File: src/rtl/uart_pkt_parser_if.sv
// Rx FIFO read port plus payload byte stream of the UART packet parser.
// master = parser side, slave = FIFO/downstream side.
interface uart_pkt_parser_if #(
  parameter int W_DATA = 8
);
  logic              rx_empty;
  logic [W_DATA-1:0] rx_data;
  logic              rd_uart;
  logic [W_DATA-1:0] m_data;
  logic              m_valid;
  logic              m_ready;
  logic              m_last;

  modport master (
    input  rx_empty, rx_data, m_ready,
    output rd_uart, m_data, m_valid, m_last
  );

  modport slave (
    output rx_empty, rx_data, m_ready,
    input  rd_uart, m_data, m_valid, m_last
  );
endinterface

File: src/rtl/uart_pkt_parser.sv
// Frames the Rx FIFO byte stream into SOF/LEN/payload/CHK packets and streams the payload out.
// Define UART_PKT_TIMEOUT_EN to enable the inter-byte timeout (tmo_err); otherwise tmo_err is 0.
module uart_pkt_parser #(
  parameter int              W_DATA      = 8,
  parameter logic [W_DATA-1:0] SOF       = W_DATA'('hA5),
  parameter int              MAX_LEN     = 64,
  parameter int              W_CNT       = 16,
  parameter int              TIMEOUT_CYC = 100000
) (
  input  logic               clk,
  input  logic               rst_n,
  uart_pkt_parser_if.master  bus,
  output logic               pkt_ok,
  output logic               pkt_err,
  output logic               len_err,
  output logic               tmo_err,
  output logic               busy,
  output logic [W_CNT-1:0]   pkt_cnt,
  output logic [W_CNT-1:0]   err_cnt
);
  localparam int LEN_W = $clog2(MAX_LEN + 1);

  typedef enum logic [1:0] {S_HUNT, S_LEN, S_PAYLOAD, S_CHK} state_t;

  state_t            state, state_nxt;
  logic [W_DATA-1:0] acc_p1, m_data_p1, b, chk_sum;
  logic [LEN_W-1:0]  rem_p1;
  logic              vld_p1, last_p1;
  logic              pop, load, tmo_hit;
  logic              ok_nxt, perr_nxt, lerr_nxt;

  function automatic logic [W_CNT-1:0] sat_inc(input logic [W_CNT-1:0] v);
    return (&v) ? v : v + 1'b1;
  endfunction

  assign b = bus.rx_data;

  always_ff @(posedge clk) begin
    if (!rst_n) state <= S_HUNT;
    else        state <= state_nxt;
  end

  always_comb begin
    state_nxt = state;
    if (pop) begin
      case (state)
        S_HUNT:    if (b == SOF) state_nxt = S_LEN;
        S_LEN: begin
          if (b > W_DATA'(MAX_LEN)) state_nxt = S_HUNT;
          else if (b == '0)         state_nxt = S_CHK;
          else                      state_nxt = S_PAYLOAD;
        end
        S_PAYLOAD: if (rem_p1 == LEN_W'(1)) state_nxt = S_CHK;
        S_CHK:     state_nxt = S_HUNT;
        default:   state_nxt = S_HUNT;
      endcase
    end
    if (tmo_hit) state_nxt = S_HUNT;
  end

  // The FIFO is only back-pressured while a payload byte is stuck in the output register.
  always_comb begin
    busy     = (state != S_HUNT);
    pop      = !bus.rx_empty && !(state == S_PAYLOAD && vld_p1 && !bus.m_ready);
    load     = pop && (state == S_PAYLOAD);
    chk_sum  = acc_p1 + b;
    ok_nxt   = pop && (state == S_CHK) && (chk_sum == '0);
    perr_nxt = pop && (state == S_CHK) && (chk_sum != '0);
    lerr_nxt = pop && (state == S_LEN) && (b > W_DATA'(MAX_LEN));
  end

  assign bus.rd_uart = pop;
  assign bus.m_data  = m_data_p1;
  assign bus.m_valid = vld_p1;
  assign bus.m_last  = last_p1;

  // Stage p1: accumulator, remaining count, payload register, status pulses, counters
  always_ff @(posedge clk) begin
    if (!rst_n) begin
      acc_p1    <= '0;
      rem_p1    <= '0;
      m_data_p1 <= '0;
      vld_p1    <= 1'b0;
      last_p1   <= 1'b0;
      pkt_ok    <= 1'b0;
      pkt_err   <= 1'b0;
      len_err   <= 1'b0;
      pkt_cnt   <= '0;
      err_cnt   <= '0;
    end else begin
      if (pop && state == S_LEN) begin
        acc_p1 <= b;
        rem_p1 <= LEN_W'(b);
      end else if (load) begin
        acc_p1 <= acc_p1 + b;
        rem_p1 <= rem_p1 - 1'b1;
      end
      if (load) begin
        m_data_p1 <= b;
        vld_p1    <= 1'b1;
        last_p1   <= (rem_p1 == LEN_W'(1));
      end else if (bus.m_ready) begin
        vld_p1    <= 1'b0;
      end
      pkt_ok  <= ok_nxt;
      pkt_err <= perr_nxt;
      len_err <= lerr_nxt;
      if (ok_nxt) pkt_cnt <= sat_inc(pkt_cnt);
      if (perr_nxt || lerr_nxt || tmo_hit) err_cnt <= sat_inc(err_cnt);
    end
  end

`ifdef UART_PKT_TIMEOUT_EN
  localparam int TMR_W = $clog2(TIMEOUT_CYC + 1);
  logic [TMR_W-1:0] tmr_p1;

  assign tmo_hit = busy && bus.rx_empty && (tmr_p1 == TMR_W'(TIMEOUT_CYC));

  // Timer only advances while a packet is open and the FIFO has nothing for us.
  always_ff @(posedge clk) begin
    if (!rst_n) begin
      tmr_p1  <= '0;
      tmo_err <= 1'b0;
    end else begin
      tmo_err <= tmo_hit;
      if (pop || !busy || tmo_hit) tmr_p1 <= '0;
      else if (bus.rx_empty)       tmr_p1 <= tmr_p1 + 1'b1;
    end
  end
`else
  assign tmo_hit = 1'b0;
  assign tmo_err = 1'b0;
`endif
endmodule
File: src/flat_wrapper.sv
// flat-port wrapper written by rule: the top's interface ports become plain ports
module uart_pkt_parser_flat 
#(
  parameter int              W_DATA      = 8,
  parameter logic [W_DATA-1:0] SOF       = W_DATA'('hA5),
  parameter int              MAX_LEN     = 64,
  parameter int              W_CNT       = 16,
  parameter int              TIMEOUT_CYC = 100000
)
  (clk, rst_n, pkt_ok, pkt_err, len_err, tmo_err, busy, pkt_cnt, err_cnt, bus_rx_empty, bus_rx_data, bus_m_ready, bus_rd_uart, bus_m_data, bus_m_valid, bus_m_last);
  uart_pkt_parser_if #(.W_DATA(W_DATA)) bus_i ();
  input  logic clk;
  input  logic rst_n;
  output logic pkt_ok;
  output logic pkt_err;
  output logic len_err;
  output logic tmo_err;
  output logic busy;
  output logic [W_CNT-1:0] pkt_cnt;
  output logic [W_CNT-1:0] err_cnt;
  input wire logic [$bits(bus_i.rx_empty)-1:0] bus_rx_empty;
  input wire logic [$bits(bus_i.rx_data)-1:0] bus_rx_data;
  input wire logic [$bits(bus_i.m_ready)-1:0] bus_m_ready;
  output wire logic [$bits(bus_i.rd_uart)-1:0] bus_rd_uart;
  output wire logic [$bits(bus_i.m_data)-1:0] bus_m_data;
  output wire logic [$bits(bus_i.m_valid)-1:0] bus_m_valid;
  output wire logic [$bits(bus_i.m_last)-1:0] bus_m_last;
  assign bus_i.rx_empty = bus_rx_empty;
  assign bus_i.rx_data = bus_rx_data;
  assign bus_i.m_ready = bus_m_ready;
  assign bus_rd_uart = bus_i.rd_uart;
  assign bus_m_data = bus_i.m_data;
  assign bus_m_valid = bus_i.m_valid;
  assign bus_m_last = bus_i.m_last;
  uart_pkt_parser #(.W_DATA(W_DATA), .SOF(SOF), .MAX_LEN(MAX_LEN), .W_CNT(W_CNT), .TIMEOUT_CYC(TIMEOUT_CYC)) u_core (.clk(clk), .rst_n(rst_n), .bus(bus_i), .pkt_ok(pkt_ok), .pkt_err(pkt_err), .len_err(len_err), .tmo_err(tmo_err), .busy(busy), .pkt_cnt(pkt_cnt), .err_cnt(err_cnt));
endmodule
File: config.mk
export PLATFORM = sky130hd
export DESIGN_NAME = uart_pkt_parser_flat
export DESIGN_NICKNAME = d
export VERILOG_FILES = /design/src/rtl/uart_pkt_parser_if.sv /design/src/rtl/uart_pkt_parser.sv /design/src/flat_wrapper.sv
export SDC_FILE = /design/constraint.sdc
export NUM_CORES = 1
export LEC_CHECK = 0
export BUFFER_PORTS_ARGS = -buffer_cell sky130_fd_sc_hd__clkbuf_2
export CAP_MARGIN = 20
export CORE_ASPECT_RATIO = 1.2
export CORE_UTILIZATION = 55
export CTS_BUF_LIST = sky130_fd_sc_hd__clkbuf_8
export CTS_CLUSTER_DIAMETER = 120
export DETAILED_ROUTE_END_ITERATION = 7
export PLACE_DENSITY = 0.79
export SLEW_MARGIN = 10
export SYNTH_ARGS = -nofsm -noshare
export SYNTH_HDL_FRONTEND = slang
export SYNTH_SLANG_ARGS = --single-unit
File: constraint.sdc
create_clock -name clk -period 4.5 [get_ports clk]
set_input_delay 0.9 -clock clk [delete_from_list [all_inputs] [get_ports clk]]
set_output_delay 0.9 -clock clk [all_outputs]
set_load 0.03 [all_outputs]
==> key figures, run 1 <==
Flow run
  • Max cap viols: 0

Timing
  • Final Hold Viols: 0
  • Worst Clk Skew: 0.009302 ns
  • RSZ-0062 raised after global routing: no
  • Tmin final: 3.590 ns
  • Final Max Slew Viols: 0
  • Tcrit/Tclk final: 0.7977
  • Final Setup Violations: 0
  • Final TNS setup: 0 ns
  • Worst-margin pin slew: 0.9435 ns
  • Max Freq: approximately 0.28 GHz
  • Rel. slew slack: 0.3687

Placement
  • IO Port Bufs: 58
  • Post-DP HPWL: 5205 um
  • GPL Wtd Cong: approximately 0.85

Min path
  • Hold Crit Endpoint: u_core.bus.m_last$_SDFFE_PN0P_
  • Hold path start: u_core.bus.m_last$_SDFFE_PN0P_
  • Hold Path Depth: 2
  • Min-delay worst type: register to register

Clock network
  • TritonCTS clock tree: built
  • Worst-path clk slew: approximately 0.070 ns
  • TritonCTS buffer count: 9
  • H-tree lvl count: 3
  • CTS root buf: clkbuf_8
  • CTS Hold Buffers Added: 0
  • Worst-Skew Late Latency: about 0.35 ns
  • Post-CTS Setup Inserts: 0
  • Post-CTS Resized: 0
  • Clock sinks: 62
  • CTS max path bufs: 2

Synthesis
  • Synthesized area: 3268 um^2
  • Synth cell count leaders: dfxtp_1 (62), nor2_1 (45), nand2_1 (44)
  • Async SR Flop Fraction: 0
  • Number of synthesized register bits: 62
  • Synth top area share: 0.3798
  • Post-synthesis sequential area ratio: 0.3798
  • Yosys cell types: just under 60
  • Count leader, synth: dfxtp_1
  • Number of cells produced by synthesis: 398
  • Top post-synthesis cells by area: dfxtp_1 (38%), a21oi_1 (5.4%), nor2_1 (5.2%)
  • Syn avg cell area: 8.211 um^2
  • Post-synth EDFFs: 0
  • Area leader, netlist: dfxtp_1
  • Ys Warns: 0
  • Synthesized Nets: ~420
  • Top_reg_cell synth: dfxtp_1

Routing
  • DR pass1 iterations: 5
  • Vias per std cell: between 5 and 6
  • Iteration-0 DRC count of the detailed router: 199
  • Routed vias: between 3000 and 4000
  • Routed Wire Length: 7564 um
  • Wirelength per Cell: 14.16 um
  • # DRC: 0
  • Post-route ant nets: 0

Die
  • Die Y-Extent: 86.44 um
  • Die Wd: ~72 um
  • Num rows: 30
  • Core area: 5705 um^2
  • IO Count: 60
  • Die ar.: 6256 um^2
  • Initial core utilization: 0.5728

Critical path
  • Startpoint Class: primary input
  • Max incr delay on CP: between 0.6 and 0.7 ns
  • Crit. End Element: register
  • CP max FO: 12
  • Crit path depth: 11
  • Arrival @ worst endpoint: 3.86 ns
  • Worst r2r src: u_core.acc_p1[0]$_SDFFE_PN0P_
  • Register-to-Register Path Depth: 10
  • R2R Setup Slk: 1.29 ns
  • FF-to-FF End: u_core.pkt_cnt[11]$_SDFFE_PN0P_
  • CP cell instances: clkbuf_2, ha_1, inv_1, fa_1, nand2b_1, a21oi_1, xor2_1, nor3_1, nand3_1, or4_1, a21oi_1
  • CP delay by family, top: simple AND/OR/NAND/NOR gates
  • Buf/Inv on CP: 2
  • Worst path most repeated cell: a21oi_1
  • Required time of the critical path: 4.77 ns
  • Setup CP Type: primary input to register
  • Critical-path top delay cell: or4_1

Global routing
  • GR Util met2: 0.4342
  • Largest net degree at the start of global routing: between 50 and 60
  • Global route hottest layer: met2
  • Total grt overflow: 0
  • GRT Total Usage: 0.2541
  • Met3 Resource Use GR: 0.04884
  • Antenna violations before repair: 0
  • Vias in the first global route: approximately 2800
  • First-pass GRT wire length: 12560 um
  • Met1 usage: 0.3131

Cells and area
  • Layout area overhead: 15.96%
  • Diodes inserted: 0
  • Nets: 474
  • Util after Layout: 0.6643
  • Layout cells sized above 1: 0.1916

Power and ir drop
  • Peak supply drop: approximately 0.23 mV
  • Flop pwr share: 0.495
  • Switching power: 0.2486 mW
  • Clock share of power: 0.463
  • Sw Ratio: 0.2244
  • Pwr Density: 292.3 nW/um^2
  • Int Power: 0.8593 mW
  • LEAKAGE: 1.442 nW
  • Logic gate share of total power: 0.041

Outcome
  • Status: completed
==> stage by stage <==
| step | instance area, um^2 | std cells | hold slack, ns | power, mW | setup WS [ns] |
|---|---|---|---|---|---|
| floorplan | 3268 | 398 | 0.4356 | 0.5906 | 1.141 |
| global placement | 3577 | 518 | 0.4432 | 0.6056 | 0.7082 |
| detailed placement | 3577 | 518 | 0.4468 | 0.6061 | 0.5981 |
| CTS | 3785 | 533 | 0.4564 | 1.111 | 0.9591 |
| global route | 3790 | 534 | 0.4716 | 1.139 | 0.6414 |
| finish | 3790 | 534 | 0.4538 | 1.108 | 0.9105 |
==> layout by cell type, fill, tap and decap left out, drive strengths merged, types with 4 or more instances in the layout <==
cell    netlist  layout
a21oi        36      36
a221oi        5       5
a22oi         4       4
a31oi         4       4
and2          7       7
and3          5       5
and4          6       6
clkbuf       14      70
dfxtp        62      62
ha           11      11
inv           9       9
mux2i         4       4
nand2        44      44
nand2b        8       8
nand3        15      15
nand4         9       9
nor2         46      46
nor2b         4       4
nor3         13      13
nor4          4       4
o21a          4       4
o21ai        15      15
o31ai         7       7
or4           7       7
xnor2        13      13
xor2          8       8
==> sequential cells by signal, indices dropped and copies added, names as in the netlist, named ones only <==
register            cells
u_core.acc_p1           8
u_core.bus.m_last       1
u_core.pkt_err          1
u_core.len_err          1
u_core.bus.m_data       8
u_core.pkt_cnt         16
u_core.bus.m_valid      1
u_core.state            1
u_core.rem_p1           7
u_core.pkt_ok           1
u_core.err_cnt         16
==> worst max path at each step <==
stage,slack [ns],to,from
6_report,0.91,u_core.pkt_cnt[11]$_SDFFE_PN0P_,bus_rx_data[0]
5_1_grt,0.64,u_core.err_cnt[10]$_SDFFE_PN0P_,bus_rx_data[0]
4_1_cts,0.96,u_core.err_cnt[1]$_SDFFE_PN0P_,bus_rx_data[0]
3_5_place_dp,0.60,u_core.err_cnt[1]$_SDFFE_PN0P_,bus_rx_data[0]
3_3_place_gp,0.71,u_core.pkt_cnt[11]$_SDFFE_PN0P_,bus_rx_data[0]
2_1_floorplan,1.14,u_core.err_cnt[13]$_SDFFE_PN0P_,bus_rx_data[0]
==> metal layers <==
layer | share of wire | vias to the layer above | routed length, um
li1 | - | 1531 | -
met1 | 0.44 | 1487 | 3321
met2 | 0.50 | 89 | 3746
met3 | 0.048 | 16 | 365
met4 | 0.017 | 0 | 130
met5 | 0 | - | 0
==> logic make-up after synthesis <==
| kind of cell | after synthesis | synth area share |
|---|---|---|
| simple gates | 180 | 0.2791 |
| mux | 4 | 0.01225 |
| xor+xnor | 21 | 0.05628 |
| fa+ha+maj | 12 | 0.04824 |
| other cells | 1 | 0.001147 |
| compound gates | 90 | 0.1857 |
| buf+inv | 28 | 0.03752 |
| flops | 62 | 0.3798 |
==> area by class of cell <==
cell class	count	area, um^2
Multi-Input combinational cell	308	1904
Sequential cell	62	1241
Clock inverter	3	42.54
Timing Repair Buffer	60	302.8
Clock buffer	12	165.2
Fill cell	490	1916
Inverter	9	33.78
Tap cell	80	100.1
==> worst register-to-register path, cell delays in order (launching register included) <==
cell	delay [ns]
dfxtp_1	0.33
ha_1	0.21
inv_1	0.07
fa_1	0.40
nand2b_1	0.20
a21oi_1	0.17
xor2_1	0.10
nor3_1	0.38
nand3_1	0.48
or4_1	0.64
a21oi_1	0.15
==> power groups by stage <==
stage | Clock, mW | Sequential (mW) | Combinational (mW)
floorplan | 0 | 0.561 | 0.0292
global placement | 0 | 0.561 | 0.0443
detailed placement | 0 | 0.561 | 0.0448
CTS | 0.517 | 0.549 | 0.0450
global route | 0.541 | 0.548 | 0.0498
finish | 0.513 | 0.549 | 0.0456
Power figures use the tool's default switching activity.
==> run 2: changes to the inputs <==
- clock period: 4.5 -> 3.6 ns (I/O delays scaled with it)
==> run 2 against run 1 <==
  * Global-route usage is 1.5 points higher
  * First-iteration DRC count is 3.0% lower
  * Final area is 2.2% higher
  * Via count is 1.2% higher
  * Power is 28% higher
  * Combinational power is 37% higher
  * Worst setup slack worse by 0.60 ns
  * Critical path type unchanged
  * Sequential share of layout area is 0.72 points lower
  * Highest routed layer unchanged
  * Utilization is 1.5 points higher
==> key figures, run 2 (synthesized netlist as in run 1, its figures left out) <==
Critical path
  • Required time of the critical path: 3.86 ns (was 4.77 ns)
  • Crit. End Element: register (unchanged)
  • Critical-path top delay cell: or4_1 (unchanged)
  • Max incr delay on CP: 0.51 ns (was 0.64 ns)
  • CP cell instances: clkbuf_2, ha_1, inv_1, fa_1, nand2b_1, a2111oi_0, a311oi_1, and2_4, a31oi_4, o21ai_2, buf_4, or4_1, a21oi_1 (was clkbuf_2, ha_1, inv_1, fa_1, nand2b_1, a21oi_1, xor2_1, nor3_1, nand3_1, or4_1, a21oi_1)
  • Arrival @ worst endpoint: 3.55 ns (was 3.86 ns)
  • CP max FO: 22 (was 12)
  • Setup CP Type: primary input to register (unchanged)
  • Startpoint Class: primary input (unchanged)

Clock network
  • H-tree lvl count: 3 (unchanged)
  • Post-CTS Resized: 0 (unchanged)
  • TritonCTS buffer count: 9 (unchanged)
  • Post-CTS Setup Inserts: 0 (unchanged)
  • Worst-path clk slew: 0.07 ns (about the same)
  • Clock sinks: 62 (unchanged)
  • Worst-Skew Late Latency: 0.35 ns (about the same)
  • CTS root buf: clkbuf_8 (unchanged)
  • CTS max path bufs: 2 (unchanged)
  • TritonCTS clock tree: built (unchanged)
  • CTS Hold Buffers Added: 0 (unchanged)

Cells and area
  • Most frequent cells in the layout: dfxtp_1 (62), clkbuf_2 (58), nor2_1 (45), nand2_1 (44), a21oi_1 (35) (unchanged)
  • Util after Layout: 0.6792 (was 0.6643)
  • Nets: 484 (was 474)
  • Layout area overhead: 18.57% (was 15.96%)
  • Design Area, Final: 3875 um^2 (was 3790 um^2)
  • Commonest non-fill, non-tap cell in the layout: dfxtp_1 (unchanged)
  • Biggest regs: u_core.err_cnt: 16 flops, u_core.pkt_cnt: 16 flops (unchanged)
  • Post-Layout Cell Count: 545 (was 534)
  • Diodes inserted: 0 (unchanged)
  • Layout cells sized above 1: 0.2065 (was 0.1916)

Timing
  • Rel. slew slack: 0.3695 (was 0.3687)
  • Final Setup Violations: 0 (unchanged)
  • Hold slack: 0.4535 ns (was 0.4538 ns)
  • Tcrit/Tclk final: 0.9132
  • Worst-margin pin slew: 0.9443 ns (was 0.9435 ns)
  • Final Max Slew Viols: 0 (unchanged)
  • Max Freq: ~0.3 GHz
  • Tmin final: 3.287 ns
  • Worst Clk Skew: 0.01267 ns (was 0.009302 ns)
  • Final Hold Viols: 0 (unchanged)
  • RSZ-0062 raised after global routing: no (unchanged)

Power and ir drop
  • LEAKAGE: 1.506 nW (was 1.442 nW)
  • Peak supply drop: 0.2058 mV (was 0.2260 mV)
  • Pwr Density: 367.1 nW/um^2 (was 292.3 nW/um^2)
  • Total power: 1.423 mW (was 1.108 mW)

Global routing
  • GRT Total Usage: 0.2693 (was 0.2541)
  • Antenna violations before repair: 0 (unchanged)
  • First-pass GRT wire length: 13210 um (was 12560 um)
  • Largest net degree at the start of global routing: 55 (unchanged)
  • Vias in the first global route: 3006 (was 2816)
  • Total grt overflow: 0 (unchanged)

Routing
  • # DRC: 0 (unchanged)
  • Iteration-0 DRC count of the detailed router: 193 (was 199)
  • Routed Wire Length: 7930 um (was 7564 um)
  • Post-route ant nets: 0 (unchanged)
  • DR pass1 iterations: 4 (was 5)
  • Vias per std cell: 5.796 (was 5.848)
  • Wirelength per Cell: 14.55 um (was 14.16 um)
  • Routed vias: 3159 (was 3123)

Die
  • Initial core utilization: 0.5728 (unchanged)
  • Core area: 5705 um^2 (unchanged)
  • Die Wd: 72.37 um (unchanged)
  • Die ar.: 6256 um^2 (unchanged)
  • Num rows: 30 (unchanged)
  • IO Count: 60 (unchanged)
  • Die Y-Extent: 86.44 um (unchanged)

Placement
  • Dpl cell area: 3660 um^2 (was 3577 um^2)
  • IO Port Bufs: 58 (unchanged)
  • GPL Wtd Cong: 0.9325 (was 0.8521)
  • Cell total after placement: 529 (was 518)
  • Post-DP HPWL: 5616 um (was 5205 um)

Min path
  • Min-delay worst type: register to register (unchanged)

Outcome
  • Status: completed (unchanged)

Flow run
  • Max cap viols: 0 (unchanged)
==> run 2: path summary, 6_finish.rpt <==
check / from / endpoint / slack, ns / depth (start not counted)
min: u_core.bus.m_data[0]$_SDFFE_PN0P_ / u_core.bus.m_data[0]$_SDFFE_PN0P_ / 0.45 / 2
max: bus_rx_data[0] / u_core.err_cnt[11]$_SDFFE_PN0P_ / 0.31 / 13
max reg2reg: u_core.acc_p1[0]$_SDFFE_PN0P_ / u_core.err_cnt[11]$_SDFFE_PN0P_ / 0.45 / 12
min reg2reg: u_core.bus.m_data[0]$_SDFFE_PN0P_ / u_core.bus.m_data[0]$_SDFFE_PN0P_ / 0.45 / 2
==> run 2: metal layers <==
layer | vias up | share of wire | track usage
li1 | 1558 | - | -
met1 | 1502 | 0.43 | 0.3112
met2 | 83 | 0.51 | 0.4766
met3 | 16 | 0.039 | 0.04302
met4 | 0 | 0.023 | 0.1355
met5 | - | 0 | 0
==> run 2: worst max-delay path, delay by kind of cell <==
| kind | cells | cell delay (ns) |
|---|---|---|
| compound gates | 5 | 0.93 |
| fa+ha+maj | 2 | 0.61 |
| buf+inv | 3 | 0.38 |
| simple gates | 3 | 0.90 |
==> run 2: metrics by stage <==
stage	setup WS, ns	setup TNS [ns]
after floorplan	0.4207	0
after global placement	0.1481	0
after detailed placement	-0.003878	-0.005293
after CTS	0.3528	0
after global routing	0.1267	0
final	0.3126	0
==> run 2: report_power, final <==
group / leakage (nW) / switching (mW) / total (mW) / internal (mW)
registers: 0.499 / 0.000202 / 0.686 / 0.686
logic: 0.888 / 0.0421 / 0.0623 / 0.0202
clock network: 0.119 / 0.273 / 0.674 / 0.401
total: 1.51 / 0.315 / 1.42 / 1.11
==> run 2: layout make-up <==
cell class              count  area, um^2
multi-input cells         308        1904
fillers                   487        1831
flip-flops and latches     62        1241
repair buffers             70       380.4
clock buffers              10       137.6
well taps                  80       100.1
clock inverters             6       77.57
inverters                   9       33.78
==> run 3: changes to the inputs <==
- BUFFER_PORTS_ARGS: -buffer_cell sky130_fd_sc_hd__clkbuf_2 -> -buffer_cell sky130_fd_sc_hd__buf_4
==> run 3 against run 2 <==
  * Final cell count shrank 0.73%
  * Sequential share of layout area shrank 0.66 points
  * Power shrank 8.6%
  * Critical path type unchanged
  * Hold slack gained 0.0025 ns
  * Non-clock buffer count shrank 3
  * Utilization grew 1.4 points
  * Clock skew shrank 0.0032 ns
  * Global-route usage shrank 0.74 points
==> key figures, run 3 (synthesized netlist as in run 1, its figures left out) <==
Outcome
  • Status: completed (unchanged)

Critical path
  • Critical-path top delay cell: or4_1 (unchanged)
  • CP delay by family, top: compound AO/OA/AOI/OAI gates (unchanged)
  • Startpoint Class: primary input (unchanged)
  • CP max FO: 22 (unchanged)
  • Buf/Inv on CP: 2 (was 3)
  • Setup CP Type: primary input to register (unchanged)
  • Arrival @ worst endpoint: 3.56 ns (was 3.55 ns)
  • Crit. End Element: register (unchanged)
  • CP cell instances: buf_4, ha_1, inv_1, fa_1, nand2b_1, a2111oi_0, a311oi_1, and2_4, a31oi_4, o21ai_2, or4_1, a21oi_1 (was clkbuf_2, ha_1, inv_1, fa_1, nand2b_1, a2111oi_0, a311oi_1, and2_4, a31oi_4, o21ai_2, buf_4, or4_1, a21oi_1)
  • Required time of the critical path: 3.87 ns (was 3.86 ns)
  • Max incr delay on CP: 0.58 ns (was 0.51 ns)

Die
  • Num rows: 30 (unchanged)
  • Die ar.: 6256 um^2 (unchanged)
  • Initial core utilization: 0.5728 (unchanged)
  • Die Y-Extent: 86.44 um (unchanged)
  • Core area: 5705 um^2 (unchanged)
  • IO Count: 60 (unchanged)
  • Die Wd: 72.37 um (unchanged)

Clock network
  • Clock sinks: 62 (unchanged)
  • Post-CTS Setup Inserts: 0 (unchanged)
  • H-tree lvl count: 3 (unchanged)
  • Worst-path clk slew: 0.07 ns (about the same)
  • Post-CTS Resized: 0 (unchanged)
  • TritonCTS clock tree: built (unchanged)
  • CTS Hold Buffers Added: 0 (unchanged)
  • Worst-Skew Late Latency: 0.34 ns (was 0.35 ns)
  • CTS max path bufs: 2 (unchanged)
  • CTS root buf: clkbuf_8 (unchanged)
  • TritonCTS buffer count: 9 (unchanged)

Timing
  • Worst-margin pin slew: 0.9124 ns (was 0.9443 ns)
  • Tmin final: 3.290 ns (was 3.287 ns)
  • Final TNS setup: 0 ns (unchanged)
  • Final setup margin: 0.3102 ns (was 0.3126 ns)
  • Final Max Slew Viols: 0 (unchanged)
  • Tcrit/Tclk final: 0.9138 (was 0.9132)
  • Rel. slew slack: 0.3908 (was 0.3695)
  • RSZ-0062 raised after global routing: no (unchanged)
  • Max Freq: 0.3040 GHz (was 0.3042 GHz)
  • Worst Clk Skew: 0.009497 ns (was 0.01267 ns)
  • Final Setup Violations: 0 (unchanged)
  • Final Hold Viols: 0 (unchanged)

Placement
  • Pre-CTS setup slack: 0.003384 ns (was -0.003878 ns)
  • Post-DP HPWL: 5450 um (was 5616 um)
  • GPL Wtd Cong: 0.9032 (was 0.9325)
  • IO Port Bufs: 58 (unchanged)

Routing
  • Post-route ant nets: 0 (unchanged)
  • Routed Wire Length: 7863 um (was 7930 um)
  • DR pass1 iterations: 4 (unchanged)
  • Wirelength per Cell: 14.53 um (was 14.55 um)
  • Vias per std cell: 5.806 (was 5.796)
  • # DRC: 0 (unchanged)
  • Routed vias: 3141 (was 3159)
  • Iteration-0 DRC count of the detailed router: 234 (was 193)

Cells and area
  • FF+latch area: 1241 um^2 (unchanged)
  • Layout area overhead: 21.06% (was 18.57%)
  • Nets: 481 (was 484)
  • Biggest regs: u_core.err_cnt: 16 flops, u_core.pkt_cnt: 16 flops (unchanged)
  • Most frequent cells in the layout: buf_4 (67), dfxtp_1 (62), nor2_1 (45), nand2_1 (44), a21oi_1 (35) (was dfxtp_1 (62), clkbuf_2 (58), nor2_1 (45), nand2_1 (44), a21oi_1 (35))
  • Commonest non-fill, non-tap cell in the layout: buf_4 (was dfxtp_1)
  • Layout cells sized above 1: 0.2039 (was 0.2065)
  • Diodes inserted: 0 (unchanged)
  • Util after Layout: 0.6934 (was 0.6792)
  • Multi-input logic area: 1904 um^2 (unchanged)
  • # fillers: 496 (was 487)

Global routing
  • GRT Total Usage: 0.2619 (was 0.2693)
  • Largest net degree at the start of global routing: 55 (unchanged)
  • First-pass GRT wire length: 12880 um (was 13210 um)
  • Antenna violations before repair: 0 (unchanged)
  • Total grt overflow: 0 (unchanged)
  • Vias in the first global route: 2801 (was 3006)

Power and ir drop
  • Sw Ratio: 0.2396 (was 0.2215)
  • LEAKAGE: 1.509 nW (was 1.506 nW)
  • Flop pwr share: 0.528 (was 0.482)
  • Pwr Density: 328.7 nW/um^2 (was 367.1 nW/um^2)
  • Switching power: 0.3116 mW (was 0.3152 mW)
  • Int Power: 0.9889 mW (was 1.107 mW)
  • Clock share of power: 0.422 (was 0.474)
  • Peak supply drop: 0.2115 mV (was 0.2058 mV)
  • Logic gate share of total power: 0.050 (was 0.044)

Min path
  • Min-delay worst type: register to register (unchanged)

Flow run
  • Max cap viols: 0 (unchanged)
run 3: power groups by stage:
stage / logic [mW] / clock network [mW] / registers (mW)
after floorplan: 0.0365 / 0 / 0.702
after global placement: 0.0633 / 0 / 0.702
after detailed placement: 0.0646 / 0 / 0.702
after CTS: 0.0650 / 0.556 / 0.686
after global routing: 0.0707 / 0.586 / 0.686
final: 0.0651 / 0.549 / 0.686
run 3: final timing paths:
| path | start | to | slack [ns] | depth (start not counted) |
|---|---|---|---|---|
| max | bus_rx_data[0] | u_core.err_cnt[11]$_SDFFE_PN0P_ | 0.31 | 12 |
| min reg2reg | u_core.bus.m_data[0]$_SDFFE_PN0P_ | u_core.bus.m_data[0]$_SDFFE_PN0P_ | 0.46 | 2 |
| min | u_core.bus.m_data[0]$_SDFFE_PN0P_ | u_core.bus.m_data[0]$_SDFFE_PN0P_ | 0.46 | 2 |
| max reg2reg | u_core.acc_p1[0]$_SDFFE_PN0P_ | u_core.err_cnt[11]$_SDFFE_PN0P_ | 0.43 | 11 |
run 3: layout make-up:
cell class                      instances  share of cell area
Timing Repair Buffer                   67              0.1271
Tap cell                               80             0.02530
Multi-Input combinational cell        308              0.4813
Inverter                                9            0.008539
Sequential cell                        62              0.3137
Clock inverter                          4            0.005693
Clock buffer                           11             0.03827
run 3: metal layers:
layer	vias up	part of all wire	track usage
met1	1484	0.44	0.3231
li1	1552	-	-
met4	0	0.024	0.1141
met3	18	0.040	0.06047
met2	87	0.49	0.4342
met5	-	0	0
run 3: worst register-to-register path, stage by stage (launching register included):
cell and delay (ns):
dfxtp_1 0.34, ha_1 0.22, inv_1 0.08, fa_1 0.39, nand2b_1 0.20, a2111oi_0 0.41, a311oi_1 0.12, and2_4 0.18
a31oi_4 0.19, o21ai_2 0.26, or4_1 0.58, a21oi_1 0.14
run 3: through the flow:
stage                     cell area, um^2  hold WS [ns]  std cells  power (mW)
final                                3956        0.4560        541       1.301
after global placement               3782        0.4452        526      0.7649
after CTS                            3956        0.4591        541       1.307
after detailed placement             3782        0.4496        526      0.7662
after global routing                 3956        0.4753        541       1.343
after floorplan                      3268        0.4356        398      0.7382
